## config.mk

```make
export PLATFORM = sky130hd
export DESIGN_NAME = mips_multicycle_ctrl
export DESIGN_NICKNAME = d
export VERILOG_FILES = /design/src/rtl/mips_multicycle_ctrl.sv
export SDC_FILE = /design/constraint.sdc
export NUM_CORES = 1
export LEC_CHECK = 0
export CORE_ASPECT_RATIO = 0.75
export CORE_MARGIN = 2
export CORE_UTILIZATION = 30
export DETAILED_ROUTE_END_ITERATION = 8
export GPL_ROUTABILITY_DRIVEN = 1
export PLACE_DENSITY_LB_ADDON = 0.2
export RECOVER_POWER = 100
export SYNTH_ARGS = -nofsm -noshare
export SYNTH_HDL_FRONTEND = slang
export SYNTH_SLANG_ARGS = --single-unit
```

## constraint.sdc

```tcl
create_clock -name Clock -period 5.6 [get_ports Clock]
set_clock_uncertainty 0.05 [all_clocks]
set_input_delay 1.12 -clock Clock [delete_from_list [all_inputs] [get_ports Clock]]
set_output_delay 1.12 -clock Clock [all_outputs]
set_load 0.03 [all_outputs]
```

## src/rtl/mips_multicycle_ctrl.sv

```systemverilog
// Multicycle MIPS control unit.
// A state machine steps each instruction through fetch, decode, execute,
// memory and writeback over one shared memory port that uses a req/ack
// handshake. It drives the datapath mux selects and register enables,
// counts retired instructions, and faults on a memory timeout or an
// illegal opcode.
module mips_multicycle_ctrl #(
  parameter int TIMEOUT = 16,
  parameter int TO_W    = 5,
  parameter int CNT_W   = 32
) (
  input  logic             Clock,
  input  logic             Reset,
  input  logic [5:0]       Opcode,
  input  logic [5:0]       Funct,
  input  logic             Zero,
  input  logic             Mem_Ack,
  input  logic             Eof,
  output logic             Mem_Req,
  output logic             Mem_Write,
  output logic             I_or_D,
  output logic             IR_Write,
  output logic             MDR_Write,
  output logic             PC_Write,
  output logic [1:0]       PC_Src,
  output logic             ALU_Src_A,
  output logic [1:0]       ALU_Src_B,
  output logic [2:0]       ALU_Op,
  output logic             Reg_Write,
  output logic [1:0]       Reg_Dst,
  output logic [1:0]       Mem_to_Reg,
  output logic [3:0]       State,
  output logic [CNT_W-1:0] Instr_Count,
  output logic             Halted,
  output logic             Fault
);

  localparam logic [3:0] S_FETCH    = 4'd0;
  localparam logic [3:0] S_DECODE   = 4'd1;
  localparam logic [3:0] S_EXEC_R   = 4'd2;
  localparam logic [3:0] S_EXEC_I   = 4'd3;
  localparam logic [3:0] S_MEM_ADDR = 4'd4;
  localparam logic [3:0] S_MEM_RD   = 4'd5;
  localparam logic [3:0] S_MEM_WR   = 4'd6;
  localparam logic [3:0] S_WB_R     = 4'd7;
  localparam logic [3:0] S_WB_I     = 4'd8;
  localparam logic [3:0] S_WB_MEM   = 4'd9;
  localparam logic [3:0] S_BRANCH   = 4'd10;
  localparam logic [3:0] S_JUMP     = 4'd11;
  localparam logic [3:0] S_JR       = 4'd12;
  localparam logic [3:0] S_HALT     = 4'd13;
  localparam logic [3:0] S_FAULT    = 4'd14;

  localparam logic [5:0] OP_RTYPE = 6'h00;
  localparam logic [5:0] OP_J     = 6'h02;
  localparam logic [5:0] OP_JAL   = 6'h03;
  localparam logic [5:0] OP_BEQ   = 6'h04;
  localparam logic [5:0] OP_BNE   = 6'h05;
  localparam logic [5:0] OP_ADDI  = 6'h08;
  localparam logic [5:0] OP_SLTI  = 6'h0A;
  localparam logic [5:0] OP_ANDI  = 6'h0C;
  localparam logic [5:0] OP_ORI   = 6'h0D;
  localparam logic [5:0] OP_LW    = 6'h23;
  localparam logic [5:0] OP_SW    = 6'h2B;
  localparam logic [5:0] FN_JR    = 6'h08;

  logic [3:0]       state;
  logic [3:0]       state_next;
  logic [TO_W-1:0]  to_cnt;
  logic [CNT_W-1:0] instr_cnt;
  logic             to_expire;
  logic             retire;

  // The timeout fires on the TIMEOUT-th waiting cycle unless the ack arrives in that same cycle.
  always_comb begin
    to_expire = Mem_Req && !Mem_Ack && (to_cnt == TO_W'(TIMEOUT - 1));
    retire    = (state_next == S_FETCH) && (state != S_FETCH);
  end

  // Next-state logic. HALT and FAULT are absorbing; only Reset leaves them.
  always_comb begin
    state_next = state;
    case (state)
      S_FETCH: begin
        if (Eof)            state_next = S_HALT;
        else if (Mem_Ack)   state_next = S_DECODE;
        else if (to_expire) state_next = S_FAULT;
      end
      S_DECODE: begin
        case (Opcode)
          OP_RTYPE:                         state_next = (Funct == FN_JR) ? S_JR : S_EXEC_R;
          OP_LW, OP_SW:                     state_next = S_MEM_ADDR;
          OP_ADDI, OP_ANDI, OP_ORI, OP_SLTI: state_next = S_EXEC_I;
          OP_BEQ, OP_BNE:                   state_next = S_BRANCH;
          OP_J, OP_JAL:                     state_next = S_JUMP;
          default:                          state_next = S_FAULT;
        endcase
      end
      S_EXEC_R:   state_next = S_WB_R;
      S_EXEC_I:   state_next = S_WB_I;
      S_MEM_ADDR: state_next = (Opcode == OP_LW) ? S_MEM_RD : S_MEM_WR;
      S_MEM_RD: begin
        if (Mem_Ack)        state_next = S_WB_MEM;
        else if (to_expire) state_next = S_FAULT;
      end
      S_MEM_WR: begin
        if (Mem_Ack)        state_next = S_FETCH;
        else if (to_expire) state_next = S_FAULT;
      end
      S_WB_R, S_WB_I, S_WB_MEM, S_BRANCH, S_JUMP, S_JR: state_next = S_FETCH;
      S_HALT:  state_next = S_HALT;
      S_FAULT: state_next = S_FAULT;
      default: state_next = S_FAULT;
    endcase
  end

  // Datapath controls are decoded from the current state (plus the handshake and flags).
  always_comb begin
    Mem_Req    = 1'b0;
    Mem_Write  = 1'b0;
    I_or_D     = 1'b0;
    IR_Write   = 1'b0;
    MDR_Write  = 1'b0;
    PC_Write   = 1'b0;
    PC_Src     = 2'd0;
    ALU_Src_A  = 1'b0;
    ALU_Src_B  = 2'd0;
    ALU_Op     = 3'd0;
    Reg_Write  = 1'b0;
    Reg_Dst    = 2'd0;
    Mem_to_Reg = 2'd0;
    case (state)
      S_FETCH: begin
        ALU_Src_B = 2'd1;
        Mem_Req   = !Eof;
        IR_Write  = !Eof && Mem_Ack;
        PC_Write  = !Eof && Mem_Ack;
      end
      S_DECODE: begin
        ALU_Src_B = 2'd3;
      end
      S_EXEC_R: begin
        ALU_Src_A = 1'b1;
        ALU_Op    = 3'd2;
      end
      S_EXEC_I: begin
        ALU_Src_A = 1'b1;
        ALU_Src_B = 2'd2;
        case (Opcode)
          OP_ANDI: ALU_Op = 3'd3;
          OP_ORI:  ALU_Op = 3'd4;
          OP_SLTI: ALU_Op = 3'd5;
          default: ALU_Op = 3'd0;
        endcase
      end
      S_MEM_ADDR: begin
        ALU_Src_A = 1'b1;
        ALU_Src_B = 2'd2;
      end
      S_MEM_RD: begin
        Mem_Req   = 1'b1;
        I_or_D    = 1'b1;
        MDR_Write = Mem_Ack;
      end
      S_MEM_WR: begin
        Mem_Req   = 1'b1;
        I_or_D    = 1'b1;
        Mem_Write = 1'b1;
      end
      S_WB_R: begin
        Reg_Write = 1'b1;
        Reg_Dst   = 2'd1;
      end
      S_WB_I: begin
        Reg_Write = 1'b1;
      end
      S_WB_MEM: begin
        Reg_Write  = 1'b1;
        Mem_to_Reg = 2'd1;
      end
      S_BRANCH: begin
        ALU_Src_A = 1'b1;
        ALU_Op    = 3'd1;
        PC_Src    = 2'd1;
        PC_Write  = ((Opcode == OP_BEQ) && Zero) || ((Opcode == OP_BNE) && !Zero);
      end
      S_JUMP: begin
        PC_Write = 1'b1;
        PC_Src   = 2'd2;
        if (Opcode == OP_JAL) begin
          Reg_Write  = 1'b1;
          Reg_Dst    = 2'd2;
          Mem_to_Reg = 2'd2;
        end
      end
      S_JR: begin
        PC_Write = 1'b1;
        PC_Src   = 2'd3;
      end
      default: begin
      end
    endcase
  end

  // State register.
  always_ff @(posedge Clock) begin
    if (Reset) state <= S_FETCH;
    else       state <= state_next;
  end

  // The timeout counter only runs while a request keeps waiting in the same state.
  always_ff @(posedge Clock) begin
    if (Reset)                                           to_cnt <= '0;
    else if (Mem_Req && !Mem_Ack && state_next == state) to_cnt <= to_cnt + TO_W'(1);
    else                                                 to_cnt <= '0;
  end

  // An instruction retires when the FSM returns to FETCH from any other state.
  always_ff @(posedge Clock) begin
    if (Reset)       instr_cnt <= '0;
    else if (retire) instr_cnt <= instr_cnt + CNT_W'(1);
  end

  assign State       = state;
  assign Instr_Count = instr_cnt;
  assign Halted      = (state == S_HALT);
  assign Fault       = (state == S_FAULT);

endmodule

```

==> metrics <==
power density over cell area about 370 nW/um^2; Synthesis Warnings 0; sum of net half-perimeters after detailed placement roughly 5 mm; P&R area growth vs syn 37.6%; required time of the worst setup path ~4.4 ns; gpl congestion 0.806; largest fanout on the critical path 7; Worst EP arrival 3.45 ns; Post-Syn Instances 338; detailed-route vias per instance 5.29; WP buf/inv 2; vias 2,696; number of post-CTS setup repair buffers 0; number of global-route vias before repair 2,412; Final Max Slew Viols 0; share of async-settable or async-resettable flops after synthesis 0; number of H-tree levels 2; slowest stage cell on the critical path sky130_fd_sc_hd__dlygate4sd3_1; share of the clock period used by the worst path 0.826; drt total wl 7.02 mm; initial detailed-routing violation count 118; run status finished clean; total track usage 0.152; Post-DRT Antenna Nets 0; Final Hold Vio Count 0; Met1 Routed Length around 3.6 mm; biggest area consumer among synthesized cells sky130_fd_sc_hd__dfxtp_1; area fraction of the dominant cell type after synthesis 0.322; hold-fix buffers at CTS 0; post-synthesis net count 358; clock latency reported for the late side of the worst-skew pair 0.28 ns; Boundary Pins 74; Synth cell types 52; number of sinks driven by the clock tree 41; TritonCTS clock tree built; Max Buffers Root-to-Sink 2; clock transition time at the flip-flop clock pins of the worst setup and hold paths 0.06 ns; total leakage power approximately 1.3 nW; capturing element type of the critical path output port; register area share after synthesis 0.322; final critical path time including I/O delays and setup 4.62 ns; Critical Setup Path Class in2out; fraction of layout instances using a drive strength above 1 0.0348; remaining routing DRC violations 0; diodes inserted 0; total number of placement rows 29; count of port buffers added during placement 73; dominant cells by area after synthesis sky130_fd_sc_hd__dfxtp_1 (32%), sky130_fd_sc_hd__a21oi_1 (8.1%), sky130_fd_sc_hd__or3_1 (6.9%); Avg Synthesized Cell Area 7.54 um^2; global route total overflow 0; Resized Gates After CTS 0; clock root buffer sky130_fd_sc_hd__clkbuf_16; highest routed metal layer met4; commonest cells in the netlist sky130_fd_sc_hd__a21oi_1 (41), sky130_fd_sc_hd__dfxtp_1 (41), sky130_fd_sc_hd__nand2_1 (30); DIE AREA between 9000 and 10,000 um^2; worst hold path type reg2reg; series of cell instances along the critical path dlygate4sd3_1, or3_1, nor4_1, or3_1, dlygate4sd3_1; Most used DFF post-synth sky130_fd_sc_hd__dfxtp_1; length of routed met2 wiring 3.08 mm; 1st-pass router iterations 4; Max Freq 0.216 GHz; length of routed met3 wiring 334 um; share of the core filled with cells 0.420; Avg WL per Cell 13.8 um; Post-synth EDFFs 0; largest stage delay on the critical path 0.73 ns; RSZ-0062 raised after global routing no; cell family contributing the most delay on the critical path buffers and inverters; critical path startpoint category input pin; Die Height 83.8 um; Worst Max-Slew Pin Slew 0.810 ns; final net count 421; pin count of the biggest net entering global routing 38; total clock buffers created by CTS 5; number of antenna violations at the first check in global routing 0; starting density of the core 0.305; max_slew headroom 0.460; Max-Cap Viols 0; Netlist Area Pre-Place 2550 um^2; worst voltage drop across the vdd grid 140 uV; wire length of the first global-routing pass 11.7 mm; horizontal die dimension around 110 um; # setup viols final 0; post-synthesis sequential element count 41; total negative slack for setup checks 0 ns; placeable core area 8350 um^2
==> registers in the layout, indices dropped and copies added (netlist names) <==
signal,flops
Instr_Count,32
State,4
to_cnt,5
==> final timing paths <==
path,depth (start not counted),slack (ns),endpoint,startpoint
min reg2reg,1,0.40,to_cnt[0],to_cnt[0]
max,5,0.98,Reg_Write,Opcode[3]
max reg2reg,7,2.09,Instr_Count[6],State[3]
min,1,0.40,to_cnt[0],to_cnt[0]
==> report_power, final <==
| group | switching (mW) | total [mW] | internal (mW) |
|---|---|---|---|
| Sequential | 0.0771 | 0.387 | 0.310 |
| Combinational | 0.344 | 0.548 | 0.204 |
| Clock | 0.115 | 0.369 | 0.254 |
==> layout make-up <==
type                            instances  area, um^2
Tap cell                              108         135
Multi-Input combinational cell        271        1590
Inverter                                7        26.3
Fill cell                             875        4840
Clock buffer                            5         125
Sequential cell                        41         821
Clock inverter                          3        65.1
Timing Repair Buffer                   75         742
==> layout by cell type, fill, tap and decap left out, types with 7 or more instances in the layout <==
master	n
sky130_fd_sc_hd__a21oi_1	42
sky130_fd_sc_hd__o21ai_1	23
sky130_fd_sc_hd__nor2_1	25
sky130_fd_sc_hd__dfxtp_1	41
sky130_fd_sc_hd__or3_1	28
sky130_fd_sc_hd__clkdlybuf4s50_1	14
sky130_fd_sc_hd__dlygate4sd3_1	59
sky130_fd_sc_hd__nand4_1	11
sky130_fd_sc_hd__nor3_1	8
sky130_fd_sc_hd__nand3_1	11
sky130_fd_sc_hd__nor2b_1	7
sky130_fd_sc_hd__nand2b_1	7
sky130_fd_sc_hd__nand2_1	30
==> metrics by stage <==
step,cells,setup slack (ns),hold WS [ns],area [um^2],power (mW)
4_1_cts,510,1.10,0.407,3540,1.35
5_1_grt,510,0.840,0.419,3500,1.38
6_report,510,0.977,0.402,3500,1.30
3_3_place_gp,502,1.14,0.384,3350,0.983
3_5_place_dp,502,1.11,0.397,3350,0.979
2_1_floorplan,338,1.40,0.371,2550,0.778
==> kinds of logic (layout without fill, tap and decap cells) <==
kind of cell    Yosys count  count (layout)  share of synthesized area
simple gates            171             171                      0.386
xor+xnor                  7               7                     0.0241
buf+inv                  26              90                     0.0403
flops                    41              41                      0.322
compound gates           89              89                      0.209
fa+ha+maj                 3               3                     0.0147
mux                       1               1                    0.00393
==> layer usage <==
metal | vias to the layer above | global-route usage
met5 | - | 0
met4 | 0 | 0.0295
met3 | 2 | 0.0327
met2 | 59 | 0.230
met1 | 1253 | 0.222
li1 | 1382 | -
(Power assumes the default switching activity.)
